[config.mk]
export PLATFORM = sky130hd
export DESIGN_NAME = hex_display_scanner
export DESIGN_NICKNAME = d
export VERILOG_FILES = /design/src/rtl/seven_seg_pkg.sv /design/src/rtl/scan_timer.sv /design/src/rtl/hex_display_scanner.sv
export SDC_FILE = /design/constraint.sdc
export NUM_CORES = 1
export LEC_CHECK = 0
export CAP_MARGIN = 20
export CORE_ASPECT_RATIO = 0.9
export CORE_MARGIN = 2
export CORE_UTILIZATION = 30
export CTS_CLUSTER_SIZE = 30
export DETAILED_ROUTE_END_ITERATION = 12
export SETUP_SLACK_MARGIN = 0.1
export SYNTH_ARGS = -nofsm -noshare
export SYNTH_HDL_FRONTEND = slang
export SYNTH_HIERARCHICAL = 1
export SYNTH_SLANG_ARGS = --single-unit
[constraint.sdc]
create_clock -name clk -period 2.7 [get_ports clk]
set_clock_uncertainty 0.05 [all_clocks]
set_input_delay 0.27 -clock clk [delete_from_list [all_inputs] [get_ports clk]]
set_output_delay 0.27 -clock clk [all_outputs]
set_load 0.02 [all_outputs]
[src/rtl/seven_seg_pkg.sv]
// Shared seven-segment pattern table and hex decoder.
// Patterns are {g,f,e,d,c,b,a}, active-low.
package seven_seg_pkg;

    localparam logic [6:0] SEG_BLANK = 7'h7F;

    localparam logic [6:0] SEG_0 = 7'h40;
    localparam logic [6:0] SEG_1 = 7'h79;
    localparam logic [6:0] SEG_2 = 7'h24;
    localparam logic [6:0] SEG_3 = 7'h30;
    localparam logic [6:0] SEG_4 = 7'h19;
    localparam logic [6:0] SEG_5 = 7'h12;
    localparam logic [6:0] SEG_6 = 7'h02;
    localparam logic [6:0] SEG_7 = 7'h78;
    localparam logic [6:0] SEG_8 = 7'h00;
    localparam logic [6:0] SEG_9 = 7'h10;
    localparam logic [6:0] SEG_A = 7'h08;
    localparam logic [6:0] SEG_B = 7'h03;
    localparam logic [6:0] SEG_C = 7'h46;
    localparam logic [6:0] SEG_D = 7'h21;
    localparam logic [6:0] SEG_E = 7'h06;
    localparam logic [6:0] SEG_F = 7'h0E;

    function automatic logic [6:0] hex_to_seg(input logic [3:0] nib);
        logic [6:0] seg;
        seg = SEG_BLANK;
        case (nib)
            4'h0: seg = SEG_0;
            4'h1: seg = SEG_1;
            4'h2: seg = SEG_2;
            4'h3: seg = SEG_3;
            4'h4: seg = SEG_4;
            4'h5: seg = SEG_5;
            4'h6: seg = SEG_6;
            4'h7: seg = SEG_7;
            4'h8: seg = SEG_8;
            4'h9: seg = SEG_9;
            4'hA: seg = SEG_A;
            4'hB: seg = SEG_B;
            4'hC: seg = SEG_C;
            4'hD: seg = SEG_D;
            4'hE: seg = SEG_E;
            4'hF: seg = SEG_F;
        endcase
        return seg;
    endfunction

endpackage

[src/rtl/scan_timer.sv]
// Scan timing for the multiplexed display: slot prescaler, digit index,
// dead-time flag and blink phase.
module scan_timer #(
    parameter int SCAN_DIV   = 12500,
    parameter int NUM_DIGITS = 4,
    parameter int BLINK_DIV  = 250,
    parameter int DEAD_CYC   = 64,
    localparam int IDX_W     = (NUM_DIGITS > 1) ? $clog2(NUM_DIGITS) : 1
) (
    input  logic             clk,
    input  logic             rst,
    output logic [IDX_W-1:0] idx,
    output logic             dead,
    output logic             blink_on
);

    localparam int PRE_W = $clog2(SCAN_DIV);
    localparam int BLK_W = (BLINK_DIV > 1) ? $clog2(BLINK_DIV) : 1;

    logic [PRE_W-1:0] presc;
    logic [BLK_W-1:0] blink_cnt;
    logic             tick;

    assign tick = (presc == PRE_W'(SCAN_DIV - 1));
    assign dead = (presc < PRE_W'(DEAD_CYC));

    // Blink phase is counted in slot ticks so it stays locked to the scan.
    always_ff @(posedge clk or posedge rst) begin
        if (rst) begin
            presc     <= '0;
            idx       <= '0;
            blink_cnt <= '0;
            blink_on  <= 1'b1;
        end else if (tick) begin
            presc <= '0;
            if (idx == IDX_W'(NUM_DIGITS - 1)) begin
                idx <= '0;
            end else begin
                idx <= idx + IDX_W'(1);
            end
            if (blink_cnt == BLK_W'(BLINK_DIV - 1)) begin
                blink_cnt <= '0;
                blink_on  <= ~blink_on;
            end else begin
                blink_cnt <= blink_cnt + BLK_W'(1);
            end
        end else begin
            presc <= presc + PRE_W'(1);
        end
    end

endmodule

[src/rtl/hex_display_scanner.sv]
// N-digit hex display driver: latched value, static per-digit segment buses
// and a time-multiplexed seg/an pair with blanking, blink and dead time.
module hex_display_scanner
    import seven_seg_pkg::*;
#(
    parameter int NUM_DIGITS = 4,
    parameter int SCAN_DIV   = 12500,
    parameter int DEAD_CYC   = 64,
    parameter int BLINK_DIV  = 250
) (
    input  logic                    clk,
    input  logic                    rst,
    input  logic                    load,
    input  logic [4*NUM_DIGITS-1:0] value,
    input  logic [NUM_DIGITS-1:0]   dp_in,
    input  logic [NUM_DIGITS-1:0]   blink_en,
    input  logic                    blank_lz,
    output logic [7*NUM_DIGITS-1:0] hex_out,
    output logic [NUM_DIGITS-1:0]   dp_out,
    output logic [6:0]              seg,
    output logic                    dp,
    output logic [NUM_DIGITS-1:0]   an
);

    localparam int IDX_W = (NUM_DIGITS > 1) ? $clog2(NUM_DIGITS) : 1;

    logic [4*NUM_DIGITS-1:0] value_r;
    logic [NUM_DIGITS-1:0]   dp_r;
    logic [NUM_DIGITS-1:0]   blink_r;
    logic [IDX_W-1:0]        idx;
    logic                    dead;
    logic                    blink_on;

    logic [6:0]              dig_seg [NUM_DIGITS];
    logic [NUM_DIGITS-1:0]   dig_dp;
    logic [7*NUM_DIGITS-1:0] hex_next;
    logic [6:0]              mux_seg;
    logic                    mux_dp;
    logic [NUM_DIGITS-1:0]   an_next;

    scan_timer #(
        .SCAN_DIV   (SCAN_DIV),
        .NUM_DIGITS (NUM_DIGITS),
        .BLINK_DIV  (BLINK_DIV),
        .DEAD_CYC   (DEAD_CYC)
    ) u_timer (
        .clk      (clk),
        .rst      (rst),
        .idx      (idx),
        .dead     (dead),
        .blink_on (blink_on)
    );

    always_ff @(posedge clk or posedge rst) begin
        if (rst) begin
            value_r <= '0;
            dp_r    <= '0;
            blink_r <= '0;
        end else if (load) begin
            value_r <= value;
            dp_r    <= dp_in;
            blink_r <= blink_en;
        end
    end

    // Walk from the most significant digit down; zeros stay blank until the first nonzero.
    always_comb begin
        logic       seen_nz;
        logic [3:0] nib;
        logic       lz;
        logic       off;
        seen_nz  = 1'b0;
        nib      = '0;
        lz       = 1'b0;
        off      = 1'b0;
        dig_seg  = '{default: SEG_BLANK};
        dig_dp   = '1;
        hex_next = '1;
        for (int i = NUM_DIGITS - 1; i >= 0; i--) begin
            nib = value_r[4*i +: 4];
            if (nib != 4'h0) begin
                seen_nz = 1'b1;
            end
            lz  = blank_lz && !seen_nz && (i != 0);
            off = blink_r[i] && !blink_on;
            dig_seg[i]         = (lz || off) ? SEG_BLANK : hex_to_seg(nib);
            dig_dp[i]          = off ? 1'b1 : ~dp_r[i];
            hex_next[7*i +: 7] = dig_seg[i];
        end
    end

    always_comb begin
        mux_seg = SEG_BLANK;
        mux_dp  = 1'b1;
        an_next = '1;
        for (int i = 0; i < NUM_DIGITS; i++) begin
            if (idx == IDX_W'(i)) begin
                mux_seg = dig_seg[i];
                mux_dp  = dig_dp[i];
                if (!dead) begin
                    an_next[i] = 1'b0;
                end
            end
        end
    end

    // Anodes and segments share one register stage so they never skew apart.
    always_ff @(posedge clk or posedge rst) begin
        if (rst) begin
            hex_out <= '1;
            dp_out  <= '1;
            seg     <= SEG_BLANK;
            dp      <= 1'b1;
            an      <= '1;
        end else begin
            hex_out <= hex_next;
            dp_out  <= dig_dp;
            seg     <= mux_seg;
            dp      <= mux_dp;
            an      <= an_next;
        end
    end

endmodule

After elaboration in Yosys (flattened, before gate mapping):

Memories as Yosys holds them, arrays and structs flattened.
Index checks and enable logic that the tools add are counted.

* order comparisons: 1
* $add $sub $neg: 3
* reduce and logical (&&, ||, !) cells: 19
* bitwise gates (word level): 5
* multiplexer cells: 27
* equal/unequal tests: 5

Operators by type and width (number)
* 2-to-1 mux 7 bit: 8
* 2-to-1 mux 1 bit: 16
* adder 14 x 1 -> 14 bit (second input constant): 1
* == test 14 bit (second input constant): 1
* less-than comparator 14 x 7 -> 1 bit (second input constant): 1
* 2-to-1 mux 14 bit: 1
* nonzero test 4 bit: 3
* adder 8 x 1 -> 8 bit (second input constant): 1
* == test 8 bit (second input constant): 1
* 2-to-1 mux 8 bit: 1
* logical AND 1 bit: 7
* inverter 1 bit: 5
* == test 2 bit (second input constant): 2
* logical NOT 1 bit: 4
* logical OR 1 bit: 3
* adder 2 x 1 -> 2 bit (second input constant): 1
* == test 2 x 1 -> 1 bit (second input constant): 1
* logical NOT 2 bit: 1
* 2-to-1 mux 2 bit: 1
* AND reduction 2 bit: 1

* word-level logic and storage cells: 76
* input bits: 28
* flip-flop bits (word level): 93
* ROM bits: 448
* output and inout port bits: 44
* memories kept: 4

Memories
* (no name shown): words 16, bits a word 7, read ports 1, clocked after Yosys merged registers in 0, wr ports 0, RTL line seven_seg_pkg.sv:27 `case (nib)`
* (no name shown): words 16, bits a word 7, read ports 1, clocked after Yosys merged registers in 0, wr ports 0, RTL line seven_seg_pkg.sv:27
* (no name shown): words 16, bits a word 7, read ports 1, clocked after Yosys merged registers in 0, wr ports 0, RTL line seven_seg_pkg.sv:27
* (no name shown): words 16, bits a word 7, read ports 1, clocked after Yosys merged registers in 0, wr ports 0, RTL line seven_seg_pkg.sv:27

Depth between registers and ports, before layout:

Gate-level depths: netlist (run 1).

* word-level depth: 11
* gate-level depth with buffers: 8
* mapped depth without buffers: 7

By module:

The synthesis (run 1) kept the hierarchy.

By module, submodules not included
* hex_display_scanner: instances 1, area an instance 3564.7 sq um, cells an instance 345
* scan_timer: instances 1, area an instance 1239.9 sq um, cells an instance 122

Worst setup path before layout (run 1):

No wires, ideal clock.

* path kind: reg-to-reg
* start: register u_timer.presc[8]
* end: register u_timer.blink_cnt[7]
* data required time: 2.521 ns
* stages on the path, launching flop included: 6
* arrival: 1.824 ns
* path slack: 0.697 ns
* buffers on the path: 1
* cells stage by stage: dfrtp_1 or4_4 or4_4 buf_2 o21ai_0 o21ai_0

* word-level cells in the longest chain between the ends: 1

Ends and longest elaborated chain
* start, declared: RTL line scan_timer.sv:20 `logic [PRE_W-1:0] presc;`
* start signal, assigned: RTL line scan_timer.sv:48 `presc <= presc + PRE_W'(1);`
* == test 14 bit: RTL line scan_timer.sv:24 `assign tick = (presc == PRE_W'(SCAN_DIV - 1));`
* end signal, assigned: RTL line scan_timer.sv:45 `blink_cnt <= blink_cnt + BLK_W'(1);`
* end, declared: RTL line scan_timer.sv:21 `logic [BLK_W-1:0] blink_cnt;`

Every way passes these cells.
A chain may end at the register's enable or synchronous reset.

Worst setup path in the final report (run 1):

* start: register u_timer.presc[8]
* end: register u_timer.blink_cnt[1]

The elaborated chain is that of the path after synthesis.

==> out/qor.yml, run 1 <==
area_growth_pct: 25.6
yosys-top-cells-area: "dfrtp_1, dfstp_2, ha_1, nand2_1, mux2_2"
clock_tree.root_cell: "clkbuf_16"
cp_slowest_cell: "or4_4"
numCtsBuffers: 9
core.rowCount: 43
cp_common_cell: "or4_4"
portBuffers: 71
drc: 0
num_vias: 3637
wl_per_cell_um: 15.5
synthCells: 467
finalSetupViolCount: 0
die_y_um: 124
power_per_cell_area_nw_per_um2: 608
drt_wl_total_um: 11500
max_stage_delay_ns: 0.58
postRouteAntennaNets: 0
ios: 72
ctsHoldBuffers: 0
yosysWarningCount: 6
multiInputGateArea_um2: 2220
clock-sinks: 93
hold_viol: 0
drv_cap: 0
clk_pin_slew_worst_paths_ns: 0.06
final_max_slew_viol_count: 0
first_global_vias: 3628
cp_data_required_time_ns: 2.92
antenna_found_initial: 0
ys_seq_area_share_pct: 49.6
die_area_um2: 17000
path_buf_inv: 0
synth_top_cell_by_area: "dfrtp_1"
hold_ws_ns: 0.285
cts_resized: 0
diodes: 0
crit_family: "simple AND/OR/NAND/NOR gates"
slew_headroom_pct: 53.6
fillerInstances: 1506
detail_route.first_pass.iterations: 4
start_util_pct: 30.9
synth_area_um2: 4800
crit_start: "u_timer/presc[8]"
grt_max_degree: 69
drive_above_1_share_pct: 17.0
clock_latency_ns: 0.35
fin_nets: 590
drtIter0Drc: 312
arrival_ns: 2.39
gp_congestion: 0.868
cp-end-kind: "flop"
crit-reg2reg-launch: "u_timer/presc[8]"
clock_path_buffers: 2
h-tree-depth: 3
core_um2: 15500
critical_path.cell_chain: "or4_4, or4_4, or3_1, o21ai_1"
grt_overflow: 0
synth_fp_nets: 521
ys_types: 61
critPathMaxFanout: 13
status: "finished, final reports clean"
vdd_drop_max_mv: 0.378
hold_path.class: "in -> async"
leakagePower_nw: 2.55
synthArstFlopShare_pct: 100
critPathLaunchType: "flop"
die_w_um: 137
cts_tree: "yes"
period_minus_slack_ns: 2.17
fin_crit_sh_pct: 80.3
timing.setup.tns_ns: 0
vias_per_cell: 4.90
rsz0062_at_grt: "false"
worst-setup-path-type: "reg -> reg"
synth_top_area_share_pct: 25.0
grt_first_pass_wirelength_um: 18700
dominantRegCellSynth: "dfrtp_1"
avgSynthCellArea_um2: 10.3
tightest_slew_ns: 0.696
hpwl_um: 8520
postCtsSetupRepairBufs: 0
grt_use_total_pct: 14.5
regArea_um2: 2380
synth_edf_count: 0
synth-seq-cells: 93
fmax_ghz: 0.461
Yosys cell counts (all sizes together), types with 10 or more instances:
master,instances
dfrtp,48
nand2,50
nand3,19
nor2,33
ha,26
mux2,14
buf,10
o21ai,33
clkbuf,12
a21oi,18
inv,25
dfstp,45
registers in the layout (all words and copies together) (netlist names), 2 cells and up:
signal / cells
blink_r: 4
hex_out: 28
value_r: 16
an: 4
dp_out: 4
u_timer/idx: 2
seg: 7
u_timer/blink_cnt: 8
u_timer/presc: 14
dp_r: 4
cells by family (layout without fill, tap and decap cells):
group	after synthesis	after routing	share of synthesized area (%)
compound gates	95	95	12.6
xor+xnor	12	12	2.19
fa+ha+maj	26	26	6.77
buf+inv	47	121	4.11
flops	93	93	49.6
mux	22	22	5.73
simple gates	172	172	19.0
placed cells by master, fill, tap and decap left out, drive strengths merged, types with 6 or more instances in the layout:
cell type / instances
nor2: 33
o21ai: 33
inv: 26
clkbuf: 14
nand3: 19
mux2: 14
dfstp: 45
nand2b: 9
nor2b: 9
clkdlybuf4s50: 71
ha: 26
nor3: 6
nand2: 50
xnor2: 7
or3: 8
a21oi: 18
dfrtp: 48
buf: 9
nand3b: 7
final timing paths:
check / to / slack [ns] / depth (start not counted)
worst max-delay path: u_timer/blink_cnt[1] / 0.53 / 4
worst min-delay path: u_timer/blink_cnt[2] / 0.28 / 3
worst max register to register: u_timer/blink_cnt[1] / 0.53 / 4
worst min register to register: dp_out[2] / 0.38 / 1
max in group asynchronous: hex_out[21] / 1.94 / 3
min in group clk: dp_out[2] / 0.38 / 1
area by class of cell:
type | instances | area share [%]
sequential | 93 | 39.5
multi-input combinational | 327 | 36.9
timing repair buffer | 80 | 13.1
clock buffer | 14 | 4.56
tap | 202 | 4.19
inverter | 25 | 1.56
clock inverter | 2 | 0.228
routing by layer:
metal  vias to the layer above  global-route usage [%]  routed length [um]
met3                        11                    4.35                 596
met2                        84                    22.9                5480
met5                         -                       0                   0
li1                       1777                       -                   -
met1                      1765                    19.2                5290
met4                         0                    3.99                 142
through the flow:
| stage | total power [mW] | setup WS, ns | cell area [um2] | utilization (%) | instances |
|---|---|---|---|---|---|
| final | 3.67 | 0.532 | 6030 | 38.8 | 743 |
| after global routing | 3.87 | 0.329 | 6030 | 38.8 | 743 |
| after CTS | 3.72 | 0.531 | 6030 | 38.8 | 743 |
| after detailed placement | 2.47 | 0.472 | 5740 | 36.9 | 727 |
| after global placement | 2.46 | 0.471 | 5740 | 36.9 | 727 |
| after floorplan | 2.13 | 0.697 | 4800 | - | 467 |
power by group:
part / switching [mW] / internal, mW / leakage [nW]
clock: 0.518 / 0.708 / 0.142
sequential: 0.0983 / 1.58 / 1.08
combinational: 0.411 / 0.355 / 1.32
total: 1.03 / 2.64 / 2.55
worst register-to-register path, stage by stage, from the launching register on:
cell	delay, ns
dfrtp_1	0.42
or4_4	0.57
or4_4	0.58
or3_1	0.38
o21ai_1	0.09
Note: power is estimated with default switching activity, not from simulation.
==> run 2: changes to the inputs <==
- clock period: 2.7 -> 1.79 ns (I/O delays scaled with it)
==> run 2 against run 1 <==
Compared with the run above: the flow now finishes with violations (setup timing); first-iteration DRC count unchanged; worst setup slack worse by 0.77 ns; fmax up 7.1%; clock power up 75%; cell count up 8.5%; power up 64%; die area unchanged; critical path depth unchanged; register-to-register slack worse by 0.77 ns; combinational power up 80%; largest power group unchanged.
==> out/qor.yml, run 2 (synthesis gave the netlist of run 1 again) <==
numCtsBuffers: 9  # unchanged
core.rowCount: 43  # unchanged
power.share.clock_pct: 35.8  # +2.4 points
cts_tree: "yes"
cp_data_required_time_ns: 2.01  # -0.91 ns
diodes: 0  # unchanged
vdd_drop_max_mv: 0.495  # +31%
cp_slowest_cell: "or4_4"
portBuffers: 71  # unchanged
cp-end-kind: "flop"
clock_latency_ns: 0.35  # about the same
comb_power_share_pct: 23.0  # +2.1 points
tightest_slew_ns: 0.712  # +0.0160 ns
critPathLaunchType: "flop"
max_stage_delay_ns: 0.54  # -0.04 ns
drive_above_1_share_pct: 34.8  # +18 points
die_area_um2: 17000  # unchanged
core_um2: 15500  # unchanged
arrival_ns: 2.25  # -0.14 ns
h-tree-depth: 3  # unchanged
clock-sinks: 93  # unchanged
wl_per_cell_um: 15.4  # -0.84%
layout_common_cells: "buf_4, dfrtp_1, dfstp_2"
fin_ws_ns: -0.235  # -0.767 ns
slew_headroom_pct: 52.5  # -1.1 points
status: "finished, violations left"
hold_viol: 0  # unchanged
pre_cts_slack_ns: -0.217  # -0.690 ns
clk_pin_slew_worst_paths_ns: 0.07  # about the same
fillerInstances: 1461  # -3.0%
fin_crit_sh_pct: 113  # +33 points
drc: 0  # unchanged
critical_path.cell_chain: "or4_4, or4_4, or3_1, o21ai_1"
finalSetupViolCount: 22  # +22
grt_use_total_pct: 15.2  # +0.76 points
clock_path_buffers: 2  # unchanged
detail_route.first_pass.iterations: 6  # +2
cp_common_cell: "or4_4"
grt_overflow: 0  # unchanged
first_global_vias: 3951  # +8.9%
fin_nets: 653  # +11%
largest_registers: "hex_out (28), value_r (16), u_timer/presc (14)"
grt_first_pass_wirelength_um: 19800  # +6.2%
hold_ws_ns: 0.145  # -0.139 ns
top_register: "hex_out"
rsz0062_at_grt: "true"
num_vias: 3938  # +8.3%
period_minus_slack_ns: 2.02  # -0.143 ns
hpwl_um: 9020  # +5.9%
grt_max_degree: 36  # -48%
largest_reg_flops: 28  # unchanged
area_growth_pct: 43.4
fmax_ghz: 0.494  # +7.1%
clock_tree.root_cell: "clkbuf_16"
postRouteAntennaNets: 0  # unchanged
dpl_cell_area_um2: 6240  # +8.6%
failed_checks: "setup timing"
p_int_mw: 4.35  # +65%
final_max_slew_viol_count: 0  # unchanged
final_common_cell: "buf_4"
drt_wl_total_um: 12400  # +7.6%
worst-setup-path-type: "reg -> reg"
die_y_um: 124  # unchanged
vias_per_cell: 4.89  # -0.19%
total_power_mw: 6.00  # +64%
start_util_pct: 30.9  # unchanged
p_sw_mw: 1.65  # +61%
p_seq_share_pct: 41.2  # -4.5 points
ios: 72  # unchanged
critPathMaxFanout: 6  # -7
hold_path.class: "in -> async"
die_w_um: 137  # unchanged
leakagePower_nw: 2.94  # +15%
fin_area_um2: 6890  # +14%
antenna_found_initial: 0  # unchanged
drv_cap: 0  # unchanged
swShare_pct: 27.5  # -0.50 points
gp_congestion: 0.908  # +4.7%
drtIter0Drc: 312  # unchanged
power_per_cell_area_nw_per_um2: 871  # +43%
==> run 2: cell count changes in the layout (fill, tap and decap cells not counted), moves of 7 or more <==
cell             change
buf_4               +50
clkdlybuf4s50_1     -44
dlygate4sd2_1       +44
o21ai_0             -12
buf_6               +11
ha_1                 -9
o21ai_1              +9
ha_4                 +8
inv_1                -8
nand2_1              -8
nand2_2              +8
inv_2                +7
==> run 2: through the flow <==
step	utilization, %	cells	setup TNS, ns
final	44.3	806	-2.30
after detailed placement	40.1	782	-3.55
after CTS	43.3	803	-2.61
after floorplan	-	467	-1.55
after global routing	44.3	806	-4.44
after global placement	40.1	782	-2.61
==> run 2: timing repair <==
item,4_1_cts,5_1_grt
buffers inserted,5,6
hold buffers,0,0
gates resized for setup,89,31
endpoints found under the setup margin,76,43
pin swaps,15,16
==> run 2: power by group through the flow <==
stage | Sequential, mW | Clock, mW | Combinational, mW
final | 2.47 | 2.15 | 1.38
after global routing | 2.49 | 2.30 | 1.50
after CTS | 2.47 | 2.22 | 1.32
after detailed placement | 2.51 | 0 | 1.34
after global placement | 2.51 | 0 | 1.34
after floorplan | 2.68 | 0 | 0.547
==> run 2: per-layer routing <==
layer / wire, um / GRT usage, %
met1: 5590 / 19.6
met2: 5880 / 24.9
met3: 761 / 4.15
met4: 149 / 4.77
met5: 0 / 0
==> run 2: worst max-delay path: cells and delay by family, from the launching register on <==
kind            cells  cell delay (ns)
compound gates      1             0.09
flops               1             0.38
simple gates        3             1.44
==> run 2: cell type report <==
class                           count  area (um2)  share of cell area (%)
Clock buffer                       12         268                    3.89
Clock inverter                      4        77.6                    1.13
Inverter                           25        97.6                    1.42
Multi-Input combinational cell    327        2530                    36.8
Sequential cell                    93        2380                    34.6
Tap cell                          202         253                    3.67
Timing Repair Buffer              143        1270                    18.5
==> run 2: path summary, 6_finish.rpt <==
kind,cells after the start,slack [ns],to,start
max,4,-0.23,u_timer/blink_cnt[5],u_timer/presc[11]
min,2,0.15,blink_r[0],rst
max reg2reg,4,-0.23,u_timer/blink_cnt[5],u_timer/presc[11]
min reg2reg,1,0.38,dp_out[2],dp_r[2]
max in group asynchronous,3,0.99,hex_out[11],rst
min in group clk,3,0.34,value_r[0],value[0]
